$ cat config.mk
export PLATFORM = sky130hd
export DESIGN_NAME = reg_cmd_initiator
export DESIGN_NICKNAME = d
export VERILOG_FILES = /design/src/rtl/reg_cmd_initiator.sv
export SDC_FILE = /design/constraint.sdc
export NUM_CORES = 1
export LEC_CHECK = 0
export CORE_UTILIZATION = 41
export CTS_CLUSTER_SIZE = 10
export DETAILED_ROUTE_END_ITERATION = 8
export PLACE_DENSITY = 0.76
export SYNTH_ARGS = -nofsm -noshare
export SYNTH_HDL_FRONTEND = slang
export SYNTH_SLANG_ARGS = --single-unit
$ cat constraint.sdc
create_clock -name clk_i -period 2.25 [get_ports clk_i]
set_input_delay 0.225 -clock clk_i [delete_from_list [all_inputs] [get_ports clk_i]]
set_output_delay 0.225 -clock clk_i [all_outputs]
set_load 0.005 [all_outputs]
$ cat src/rtl/reg_cmd_initiator.sv
// Register-bus initiator: turns a valid/ready command stream into single
// reg_req/reg_rsp transactions and returns each outcome as a valid/ready
// result. A watchdog aborts requests that the responder never completes.

package reg_cmd_initiator_pkg;

  typedef struct packed {
    logic [31:0] addr;
    logic        write;
    logic [31:0] wdata;
    logic [3:0]  wstrb;
    logic        valid;
  } reg_req_t;

  typedef struct packed {
    logic [31:0] rdata;
    logic        error;
    logic        ready;
  } reg_rsp_t;

endpackage

module reg_cmd_initiator #(
  parameter int unsigned AW             = 32,
  parameter int unsigned DW             = 32,
  parameter int unsigned TIMEOUT_CYCLES = 256,
  parameter type         req_t          = reg_cmd_initiator_pkg::reg_req_t,
  parameter type         rsp_t          = reg_cmd_initiator_pkg::reg_rsp_t
) (
  input  logic            clk_i,
  input  logic            rst_ni,
  input  logic            cmd_valid_i,
  output logic            cmd_ready_o,
  input  logic [AW-1:0]   cmd_addr_i,
  input  logic            cmd_write_i,
  input  logic [DW-1:0]   cmd_wdata_i,
  input  logic [DW/8-1:0] cmd_wstrb_i,
  output logic            res_valid_o,
  input  logic            res_ready_i,
  output logic [DW-1:0]   res_rdata_o,
  output logic            res_error_o,
  output logic            res_timeout_o,
  output req_t            reg_req_o,
  input  rsp_t            reg_rsp_i,
  output logic            busy_o
);

  // Counter is wide enough to hold TIMEOUT_CYCLES; at least one bit.
  localparam int unsigned CW = (TIMEOUT_CYCLES == 0) ? 1 : $clog2(TIMEOUT_CYCLES + 1);
  localparam logic [CW-1:0] CNT_LAST =
    CW'((TIMEOUT_CYCLES == 0) ? 0 : TIMEOUT_CYCLES - 1);

  typedef enum logic [1:0] {
    IDLE,
    REQ,
    RESP
  } state_t;

  state_t        state_q;
  logic [CW-1:0] cnt_q;

  // Single FSM: the request register doubles as the latched command, and all
  // handshake/status outputs are registered.
  always_ff @(posedge clk_i or negedge rst_ni) begin
    if (!rst_ni) begin
      state_q       <= IDLE;
      cnt_q         <= '0;
      cmd_ready_o   <= 1'b1;
      res_valid_o   <= 1'b0;
      res_rdata_o   <= '0;
      res_error_o   <= 1'b0;
      res_timeout_o <= 1'b0;
      reg_req_o     <= '0;
      busy_o        <= 1'b0;
    end else begin
      unique case (state_q)
        IDLE: begin
          if (cmd_valid_i && cmd_ready_o) begin
            reg_req_o.addr  <= cmd_addr_i;
            reg_req_o.write <= cmd_write_i;
            reg_req_o.wdata <= cmd_write_i ? cmd_wdata_i : '0;
            reg_req_o.wstrb <= cmd_write_i ? cmd_wstrb_i : '0;
            reg_req_o.valid <= 1'b1;
            cnt_q           <= '0;
            cmd_ready_o     <= 1'b0;
            busy_o          <= 1'b1;
            state_q         <= REQ;
          end
        end
        REQ: begin
          if (reg_rsp_i.ready) begin
            // Completion takes priority over a watchdog expiry in the same cycle.
            res_rdata_o     <= reg_req_o.write ? '0 : reg_rsp_i.rdata;
            res_error_o     <= reg_rsp_i.error;
            res_timeout_o   <= 1'b0;
            res_valid_o     <= 1'b1;
            reg_req_o.valid <= 1'b0;
            state_q         <= RESP;
          end else if (TIMEOUT_CYCLES != 0 && cnt_q == CNT_LAST) begin
            res_rdata_o     <= '0;
            res_error_o     <= 1'b1;
            res_timeout_o   <= 1'b1;
            res_valid_o     <= 1'b1;
            reg_req_o.valid <= 1'b0;
            state_q         <= RESP;
          end else if (cnt_q != '1) begin
            cnt_q <= cnt_q + 1'b1;
          end
        end
        RESP: begin
          if (res_ready_i) begin
            res_valid_o <= 1'b0;
            cmd_ready_o <= 1'b1;
            busy_o      <= 1'b0;
            state_q     <= IDLE;
          end
        end
        default: begin
          state_q         <= IDLE;
          cmd_ready_o     <= 1'b1;
          res_valid_o     <= 1'b0;
          reg_req_o.valid <= 1'b0;
          busy_o          <= 1'b0;
        end
      endcase
    end
  end

endmodule
==> out/metrics.yaml <==
status:
  status: "complete, no violations"
timing:
  drv_slew: 0
  whs_ps: 355
  final-setup-viol-count: 0
  max_slew_margin: 0.541
  finalClockSkew_ps: 8.81
  tightest_slew_ps: 689
  setup_ws_ps: 158
  hold_viol_final: 0
  max_freq_ghz: 0.478
  fin_crit_ps: 2090
  post-route-period-util: 0.930
  rsz0062_at_grt: "yes"
yosys:
  synth.most_common_cell: "nand2_1"
  synthTopCellsByCount: "nand2_1 (181), dfrtp_1 (117), nand3_1 (42)"
  synth_edf_count: 0
  async_flop_share: 1.00
  syn-cell-area_um2: 4660
  synth_seq_cells: 118
  yosys_warnings: 0
  synth_top_area_share: 0.629
  ys_seq_area_frac: 0.635
  ys.flop_type: "dfrtp_1"
  synth_cells: 457
  syn_area_per_cell_um2: 10.2
  synth_cell_types: 39
  synth_top_cell_by_area: "dfrtp_1"
  synthTopCellsByArea: "dfrtp_1 (63%), nand2_1 (15%), a22o_1 (6.0%)"
  syn_nets: 567
routing:
  drt-total-wl_um: 12700
  firstDrtPassIters: 4
  via_per_inst: 4.96
  remaining_drc_errors: 0
  drtAntennaViolNets: 0
  vias: 4095
  drt_iter0_markers: 253
  avgRoutedWirePerCell_um: 15.4
cells_and_area:
  layout.nets: 783
  fill_cells: 861
  final-seq-area_um2: 2960
  multiInputGateArea_um2: 1570
  fin_area_um2: 7480
  antennaDiodeCount: 0
  syn_to_final_growth_pct: 60.7
  drive_above_1_share: 0.0701
global_route:
  track_usage: 0.230
  grt_pass1_vias: 4164
  grt_pass1_wl_um: 20500
  antenna_found_initial: 0
  grt_max_degree: 69
  grt-ovfl-total: 0
power_and_ir_drop:
  p_leak_nw: 3.57
  clkPwrFrac: 0.378
  p_int_w: 0.00467
  pwr-share-comb: 0.192
  peakVddDrop_v: 0.000626
  swShare: 0.230
  powerDensity_nw_per_um2: 810
  total_power_w: 0.00606
  power.switching_w: 0.00139
  power_frac_seq: 0.430
flow_run:
  drv_cap: 0
floorplanning:
  initial_utilization: 0.426
  die_x_um: 109
  coreArea_um2: 10900
  die_y_um: 109
  dieArea_um2: 11800
  core.rowCount: 38
  ioPinCount: 214
placed_design:
  place_ws_ps: 139
  place_congestion: 0.796
  numPortBuffers: 213
  placedInstanceArea_um2: 6940
  dp_hpwl_um: 8890
critical_path:
  worstSetupStartpointType: "flop"
  path_max_fanout: 6
  slowest_stage: "dfrtp_2"
  cp.arrival_ps: 2370
  max_stage_delay_ps: 440
  path_cells: "ha_1 -> nand3_2 -> nor2_1 -> and3_1 -> ha_1 -> nor2_2 -> and3_1 -> o22ai_1 -> a21o_1"
  worstSetupEndpointType: "flop"
  worstSetupPathType: "flop to flop"
  r2r_cells: 9
  cp.required_ps: 2530
clocking:
  numCtsBuffers: 17
  clk_path_buf_depth: 2
  postCtsSetupBuffers: 0
  cts.sinks: 118
  root_buffer: "clkbuf_16"
  h-tree-depth: 4
  clk_pin_slew_ps: 50
  clk_latency_ps: 390
  cts_tree: "done"
worst_hold_path:
  hold_depth: 3
  hold_path.class: "input pin to flop"
==> per-stage QoR <==
stage	TNS, ps	std cells	utilization
floorplan	0	457	-
global placement	0	792	0.634
detailed placement	0	792	0.634
CTS	0	824	0.681
global route	-5.48	825	0.684
finish	0	825	0.684
==> area by class of cell <==
type | instances | area share
sequential | 118 | 0.395
multi-input combinational | 308 | 0.209
tap | 140 | 0.0234
clock buffer | 26 | 0.0640
inverter | 4 | 0.00201
clock inverter | 5 | 0.00334
timing repair buffer | 224 | 0.303
==> placed cells by master, fill, tap and decap left out, types with 2 or more instances in the layout <==
cell type / n
and3_1: 2
clkbuf_8: 2
clkbuf_1: 7
buf_12: 4
a22o_1: 32
nand3_1: 41
nand4_1: 2
nor2_1: 6
dfrtp_1: 116
ha_1: 3
o21ai_2: 2
inv_1: 4
clkinv_2: 5
a21oi_1: 3
o31ai_1: 2
clkbuf_16: 17
o22a_1: 2
o21ai_0: 4
clkdlybuf4s50_1: 212
nand2_1: 181
o21ai_1: 6
buf_4: 6
==> repair_timing <==
action	4_1_cts	5_1_grt
gates resized for setup	0	5
hold endpoints to repair	41	0
hold buffers	1	0
endpoints found under the setup margin	0	9
==> power groups by stage <==
stage | clock [W] | sequential (W) | combinational, W
6_report | 0.00229 | 0.00261 | 0.00116
2_1_floorplan | 0 | 0.00264 | 0.000249
3_5_place_dp | 0 | 0.00263 | 0.00117
3_3_place_gp | 0 | 0.00262 | 0.00114
4_1_cts | 0.00237 | 0.00261 | 0.00117
5_1_grt | 0.00248 | 0.00264 | 0.00126
==> per-layer routing <==
layer,global-route usage,vias to the layer above,wire (um)
met3,0.0536,20,705
met5,0,-,0
met1,0.279,1964,5090
met4,0.116,0,288
li1,-,1963,-
met2,0.383,148,6590
==> worst paths after layout <==
check / start / end / slack [ps]
worst min register to register: reg_req_o[3] / reg_req_o[3] / 460
worst max register to register: cnt_q[0] / cnt_q[6] / 160
min in group asynchronous: rst_ni / res_rdata_o[23] / 410
worst min-delay path: cmd_addr_i[6] / reg_req_o[44] / 360
max in group asynchronous: rst_ni / cmd_ready_o / 1200
worst max-delay path: cnt_q[0] / cnt_q[6] / 160
==> critical path: cells and delay by family, from the launching register on <==
| family | cells | cell delay [ps] |
|---|---|---|
| flops | 1 | 440 |
| simple gates | 5 | 790 |
| fa+ha+maj | 2 | 460 |
| compound gates | 2 | 300 |
==> state kept, by name, summed over array words and instances (netlist names) <==
register,cells
reg_req_o,70
res_error_o,1
state_q,2
cnt_q,9
cmd_ready_o,1
busy_o,1
res_rdata_o,32
res_valid_o,1
res_timeout_o,1
==> cells by family after synthesis <==
kind of cell | synth area share
AO/OA/AOI/OAI | 0.100
buffers and inverters | 0.0360
adder cells (fa/ha/maj) | 0.00806
AND/OR/NAND/NOR | 0.221
flip-flops | 0.635
Power figures use the tool's default switching activity.
